**src/rtl/reorder_buffer.sv**
```systemverilog
// reorder_buffer: in-order retirement buffer with tag-addressed out-of-order writeback.
// Optional macro ROB_EXC_EN adds per-entry exception bits and a self-flush on exceptional commit.
module reorder_buffer #(
    parameter int N_ENTRIES = 8,
    parameter int TAG_W     = $clog2(N_ENTRIES),
    parameter int DATA_W    = 32,
    parameter int REG_W     = 5
) (
    input  logic              clk,
    input  logic              rst_n,
`ifdef ROB_EXC_EN
    input  logic              wb_exc_i,
    output logic              commit_exc_o,
`endif
    input  logic              alloc_valid_i,
    output logic              alloc_ready_o,
    input  logic [REG_W-1:0]  alloc_rd_i,
    input  logic              alloc_is_store_i,
    output logic [TAG_W-1:0]  alloc_tag_o,
    input  logic              wb_valid_i,
    input  logic [TAG_W-1:0]  wb_tag_i,
    input  logic [DATA_W-1:0] wb_data_i,
    output logic              commit_valid_o,
    input  logic              commit_ready_i,
    output logic [TAG_W-1:0]  commit_tag_o,
    output logic [REG_W-1:0]  commit_rd_o,
    output logic [DATA_W-1:0] commit_data_o,
    output logic              commit_is_store_o,
    input  logic              flush_i,
    output logic [TAG_W:0]    count_o,
    output logic              empty_o,
    output logic              full_o
);
    logic [TAG_W:0]        r_head, r_tail;
    logic [N_ENTRIES-1:0]  r_valid, r_done, r_store;
    logic [REG_W-1:0]      r_rd   [N_ENTRIES];
    logic [DATA_W-1:0]     r_data [N_ENTRIES];
    logic [TAG_W-1:0]      w_hidx, w_tidx;
    logic                  w_alloc, w_commit, w_wb, w_exc_commit, w_flush;

    assign w_hidx  = r_head[TAG_W-1:0];
    assign w_tidx  = r_tail[TAG_W-1:0];
    assign empty_o = r_head == r_tail;
    assign full_o  = (w_hidx == w_tidx) && (r_head[TAG_W] != r_tail[TAG_W]);
    assign count_o = r_tail - r_head;

    assign alloc_ready_o     = !full_o;
    assign alloc_tag_o       = w_tidx;
    assign commit_valid_o    = r_valid[w_hidx] && r_done[w_hidx];
    assign commit_tag_o      = w_hidx;
    assign commit_rd_o       = r_rd[w_hidx];
    assign commit_data_o     = r_data[w_hidx];
    assign commit_is_store_o = r_store[w_hidx];

    assign w_alloc  = alloc_valid_i && alloc_ready_o;
    assign w_commit = commit_valid_o && commit_ready_i;
    assign w_wb     = wb_valid_i && r_valid[wb_tag_i];

`ifdef ROB_EXC_EN
    logic [N_ENTRIES-1:0] r_exc;
    assign commit_exc_o = commit_valid_o && r_exc[w_hidx];
    assign w_exc_commit = w_commit && r_exc[w_hidx];
    always_ff @(posedge clk) begin
        if (w_wb)
            r_exc[wb_tag_i] <= wb_exc_i;
        if (w_alloc)
            r_exc[w_tidx] <= 1'b0;
    end
`else
    assign w_exc_commit = 1'b0;
`endif

    // An exceptional commit retires the head and discards everything younger on the same edge.
    assign w_flush = flush_i || w_exc_commit;

    always_ff @(posedge clk or negedge rst_n) begin
        if (!rst_n) begin
            r_head  <= '0;
            r_tail  <= '0;
            r_valid <= '0;
            r_done  <= '0;
        end else if (w_flush) begin
            r_head  <= '0;
            r_tail  <= '0;
            r_valid <= '0;
            r_done  <= '0;
        end else begin
            if (w_wb)
                r_done[wb_tag_i] <= 1'b1;
            // Commit clears done after the writeback so a same-cycle head writeback cannot leak.
            if (w_commit) begin
                r_valid[w_hidx] <= 1'b0;
                r_done[w_hidx]  <= 1'b0;
                r_head          <= r_head + 1'b1;
            end
            if (w_alloc) begin
                r_valid[w_tidx] <= 1'b1;
                r_done[w_tidx]  <= 1'b0;
                r_tail          <= r_tail + 1'b1;
            end
        end
    end

    always_ff @(posedge clk) begin
        if (w_wb)
            r_data[wb_tag_i] <= wb_data_i;
        if (w_alloc) begin
            r_rd[w_tidx]    <= alloc_rd_i;
            r_store[w_tidx] <= alloc_is_store_i;
        end
    end
endmodule

```
**config.mk**
```make
export PLATFORM = sky130hd
export DESIGN_NAME = reorder_buffer
export DESIGN_NICKNAME = d
export VERILOG_FILES = /design/src/rtl/reorder_buffer.sv
export SDC_FILE = /design/constraint.sdc
export NUM_CORES = 1
export LEC_CHECK = 0
export ABC_AREA = 1
export CORE_MARGIN = 3
export CORE_UTILIZATION = 45
export CTS_CLUSTER_DIAMETER = 150
export DETAILED_ROUTE_END_ITERATION = 12
export SLEW_MARGIN = 20
export SYNTH_ARGS = -nofsm -noshare
export SYNTH_HDL_FRONTEND = slang
export SYNTH_SLANG_ARGS = --single-unit
export TNS_END_PERCENT = 1
```
**constraint.sdc**
```tcl
create_clock -name clk -period 7.4 [get_ports clk]
set_clock_uncertainty 0.2 [all_clocks]
set_input_delay 1.48 -clock clk [delete_from_list [all_inputs] [get_ports clk]]
set_output_delay 1.48 -clock clk [all_outputs]
set_load 0.05 [all_outputs]
```
[Word-level counts from Yosys, hierarchy flattened]
Memories as Yosys holds them, arrays and structs flattened.
Cells that the tools add are included.
Cells by class
  $add $sub $neg: 3
  $lt $le $gt $ge: 6
  equality and inequality tests: 3
  muxes and demuxes: 33
  bitwise operators: 7
  reduce and logical (&&, ||, !) cells: 11
Operators with widths (number)
  2-to-1 mux 8 bit: 10
  bitwise AND 8 bit: 3
  2-to-1 mux 4 bit: 4
  inverter 8 bit: 2
  OR 8 bit: 2
  binary-select mux 1 bit (select 3 bit): 4
  less-than comparator 3 x 4 -> 1 bit (second input constant): 3
  2-to-1 mux 1 bit: 11
  demux 1 bit (select 3 bit): 3
  greater-or-equal comparator 3 x 1 -> 1 bit (second input constant): 3
  adder 4 x 1 -> 4 bit (second input constant): 2
  bitwise mux 8 bit: 1
  logical AND 1 bit: 8
  equality test 4 bit: 1
  nonzero test 2 bit: 2
  subtractor 4 bit: 1
  equality test 3 bit: 1
  logical NOT 1 bit: 1
  != test 1 bit: 1
Storage, ports and cells
  register bits after elaboration: 32
  bits in writable memories: 296
  input bits: 47
  output and inout port bits: 52
  word-level logic and storage cells: 70
  memories: 2
Memories
  r_data: depth 8, bits a word 32, read ports 1, clocked after memory_dff 0, write ports 1, RTL line 37  | logic [DATA_W-1:0] r_data [N_ENTRIES];
  r_rd: depth 8, bits a word 5, read ports 1, clocked after memory_dff 0, write ports 1, RTL line 36  | logic [REG_W-1:0] r_rd [N_ENTRIES];

[Longest topological paths before layout]
  depth after elaboration: 13
  gate-level depth with buffers: 12
  gate-level depth less buffers: 12

[Worst setup path before layout]
No wires, ideal clock.
  path kind: input to register
  start point: input wb_tag_i[1]
  end point: memory r_data[1][0] (enable)
  library setup time: 502 ps
  arrival time: 5218 ps
  data required time: 6698 ps
  setup slack: 1480 ps
  stages on the path: 8
  buffers on the path: 1
  cells stage by stage: buf_2 -> inv_1 -> nand2_1 -> nand2_1 -> nand2_1 -> nand2_1 -> nand2_2 -> nor4_1
Between the ends
  cells in the longest elaborated chain, start to end: 5
RTL lines
  start: declaration: RTL line 21  | input logic [TAG_W-1:0] wb_tag_i,
  binary-select mux 1 bit (select 3 bit): RTL line 57  | assign w_wb = wb_valid_i && r_valid[wb_tag_i];
  2-to-1 mux 1 bit (implied by the code): RTL line 57
  logical AND 1 bit: RTL line 57
  2-to-1 mux 1 bit: RTL line 105  | if (w_wb)
  2-to-1 mux 1 bit (implied by the code): RTL line 106  | r_data[wb_tag_i] <= wb_data_i;
  end: declaration: RTL line 37
Several ways; a longest one is shown, not always the timed one. The select of a mux whose other input is x is not followed.

[Worst setup path in the final report]
  start point: register r_head[0]
  end point: output commit_rd_o[3]
Between the ends
  cells in the longest elaborated chain, start to end: 1
RTL lines
  start: declaration: RTL line 34  | logic [TAG_W:0] r_head, r_tail;
  start signal: assignment: RTL line 94  | r_head <= r_head + 1'b1;
  memory read (8 x 5 bit)
  end: declaration: RTL line 26  | output logic [REG_W-1:0] commit_rd_o,
Every way passes these cells.

==> impl_metrics.py <==
metrics = {
    "timing": {
        "hold_slack_ns": 0.298,
        "hold_viol_final": 0,
        "min_period_ns": 5.53,
        "tightest_slew_ns": 1.01,
        "fmax_mhz": 181,
        "fin_ws_ns": 1.87,
        "post-route-period-util_pct": 74.7,
        "grt_setup_unrepaired": "no",
        "setup_viol_count_final": 0,
        "timing.slew.headroom_pct": 32.6,
        "timing.setup.tns_ns": 0,
        "drv_slew": 0,
    },
    "clock_tree": {
        "path_clk_slew_ns": 0.06,
        "clkLatencyLatePin_ns": 0.49,
        "cts_resized": 0,
        "cts_max_level": 2,
        "cts.sinks": 328,
        "postCtsSetupRepairBufs": 0,
        "cts_tree": "yes",
        "cts.path.max_buffers": 3,
        "cts_made_buffers": 34,
        "ctsHoldBuffers": 0,
        "cts_root_buf": "clkbuf_16",
    },
    "yosys": {
        "synth_cells": 923,
        "synth_nets": 976,
        "yosysWarnings": 0,
        "synth_area_per_cell_sq_um": 13.8,
        "synth_seq_cells": 328,
        "synth.distinct_cells": 32,
        "synth-seq-area-share_pct": 76.5,
        "syn_area_sq_mm": 0.0127,
    },
    "grt": {
        "grt.total_usage_pct": 18.9,
        "grt_pass1_vias": 7675,
        "grt_max_degree": 40,
        "antenna_found_initial": 0,
        "grt_overflow": 0,
        "grt_pass1_wl_um": 44600,
    },
    "final_layout": {
        "diodes": 0,
        "finalNetCount": 1080,
        "fill_cells": 2238,
        "syn_to_final_growth_pct": 19.2,
        "drive_gt1_share_pct": 8.57,
    },
    "place": {
        "pre_cts_slack_ns": 2.34,
        "port_buffers": 98,
        "gp_congestion": 0.795,
        "dp_hpwl_um": 16200,
    },
    "setup_path": {
        "start_kind": "register",
        "endpoint": "commit_rd_o[3]",
        "crit_path_start": "r_head[0]",
        "cp_max_fo": 29,
        "regToRegStartpoint": "r_valid[2]",
        "critPathKind": "reg2out",
        "cp.arrival_ns": 3.85,
        "r2r_end": "r_data[1][7]",
        "r2r_slack_ns": 4.64,
        "ff2ff_path_depth": 9,
        "cp-end-kind": "output pin",
        "required_ns": 5.72,
    },
    "die": {
        "die_h_um": 174,
        "rows": 60,
        "core-area_sq_mm": 0.0274,
        "pin_count": 99,
        "dieArea_sq_mm": 0.0303,
        "initial_core_util_pct": 46.4,
        "fp.dieW_um": 174,
    },
    "run": {
        "cap_violations": 0,
    },
    "routing": {
        "num_vias": 7580,
        "drc": 0,
        "vias_per_cell": 5.33,
        "avgRoutedWirePerCell_um": 19.9,
        "drt_iter0_drc": 632,
        "firstDrtPassIters": 5,
        "routed_wl_um": 28300,
        "antenna_left": 0,
    },
    "outcome": {
        "run_status": "finished clean",
    },
    "pwr": {
        "powerDensity_mw_per_mm2": 299,
        "p_leak_nw": 5.33,
        "ir_drop_uv": 189,
    },
    "worst_hold_path": {
        "hold_class": "reg2reg",
    },
}
## cell usage after synthesis
cell type | count | area share, %
edfxtp_1 | 304 | 72
nand2_1 | 247 | 7.3
inv_1 | 54 | 1.6
nor2_1 | 40 | 1.2
nand3_1 | 35 | 1.4
nand4_1 | 34 | 1.7
a221oi_1 | 32 | 2.2
a22oi_1 | 25 | 1.5
dfrtp_1 | 24 | 4.7
buf_2 | 20 | 0.79
a21oi_1 | 18 | 0.71
a22o_1 | 15 | 1.0
clkbuf_1 | 12 | 0.35
o21ai_0 | 9 | 0.35
buf_4 | 8 | 0.47
ha_1 | 5 | 0.49
inv_2 | 5 | 0.15
nor3_1 | 5 | 0.20
a221oi_2 | 4 | 0.47
buf_6 | 4 | 0.35
nand2_2 | 4 | 0.20
a31oi_1 | 3 | 0.15
nor4_1 | 3 | 0.15
xnor2_1 | 3 | 0.21
buf_1 | 2 | 0.059
xor2_1 | 2 | 0.14
a211oi_1 | 1 | 0.059
fa_1 | 1 | 0.16
nor2_2 | 1 | 0.049
nor2_4 | 1 | 0.088
nor3_2 | 1 | 0.079
o21a_1 | 1 | 0.059
## placed cells by master, fill, tap and decap left out, types with 3 or more instances in the layout
cell	netlist	routed
dfrtp_1	24	24
a21oi_1	18	18
a22o_1	15	15
buf_4	8	15
nand2_2	4	4
a22oi_1	25	25
a221oi_1	32	32
inv_1	54	54
edfxtp_1	304	304
nand4_1	34	34
ha_1	5	5
a31oi_1	3	3
clkinv_2	0	4
nor2_4	1	10
inv_2	5	5
clkbuf_16	0	35
nor4_2	0	3
a221oi_2	4	4
clkdlybuf4s50_1	0	97
xnor2_1	3	3
nor3_1	5	5
clkinv_1	0	10
clkbuf_1	12	3
nand3_1	35	35
nand2_1	247	247
nor2_1	40	32
o21ai_0	9	9
## metal layers
layer | wire length (um) | GRT usage [%] | vias to the layer above
li1 | - | - | 3560
met1 | 12800 | 27.0 | 3762
met4 | 489 | 4.42 | 0
met3 | 1540 | 3.36 | 38
met5 | 0 | 0 | -
met2 | 13500 | 30.5 | 220
## through the flow
step / utilization, % / instances / cell area, sq um / total power [W]
6_report: 55.4 / 1422 / 15200 / 0.00454
5_1_grt: 55.4 / 1422 / 15200 / 0.00471
4_1_cts: 55.4 / 1422 / 15200 / 0.00459
3_5_place_dp: 51.5 / 1363 / 14100 / 0.00299
3_3_place_gp: 51.5 / 1362 / 14100 / 0.00299
2_1_floorplan: - / 923 / 12700 / 0.00268
## logic make-up (layout without fill, tap and decap cells)
logic type | count (synthesis) | count (layout) | share of synthesized area, %
buf+inv | 105 | 232 | 3.77
simple gates | 371 | 371 | 12.3
compound gates | 108 | 108 | 6.51
flops | 328 | 328 | 76.5
fa+ha+maj | 6 | 6 | 0.649
xor+xnor | 5 | 5 | 0.344
## report_power, final
group	total (W)	internal, W	switching [W]
Sequential	0.00206	0.00204	0.0000182
Combinational	0.000880	0.000275	0.000606
Clock	0.00160	0.000933	0.000667
## how the worst min path moves through the flow
stage,depth (start not counted),startpoint,endpoint
6_report,1,r_tail[3],r_tail[3]
5_1_grt,1,r_tail[3],r_tail[3]
4_1_cts,1,r_tail[3],r_tail[3]
3_5_place_dp,1,r_tail[3],r_tail[3]
3_3_place_gp,1,r_tail[3],r_tail[3]
2_1_floorplan,1,r_tail[3],r_tail[3]
## layout make-up
class	instances	area, sq um	share of cell area, %
Timing Repair Buffer	114	1100	7.25
Sequential cell	328	9730	64.1
Clock inverter	21	159	1.05
Inverter	59	221	1.46
Clock buffer	38	887	5.85
Multi-Input combinational cell	490	2610	17.2
Tap cell	372	465	3.07
## sequential cells by signal, summed over array words and instances (netlist names)
| signal | count |
|---|---|
| r_data | 256 |
| r_done | 8 |
| r_head | 4 |
| r_rd | 40 |
| r_store | 8 |
| r_tail | 4 |
| r_valid | 8 |
## worst max-delay path: stages, from the launching register on
cell	delay [ns]
dfrtp_1	0.85
inv_2	0.30
nor2_4	0.39
buf_4	0.50
nand2_1	0.08
o21ai_0	0.19
a221oi_1	0.11
nand2_1	0.12
clkdlybuf4s50_1	0.80
No activity file was read; power rests on OpenSTA's default activity.
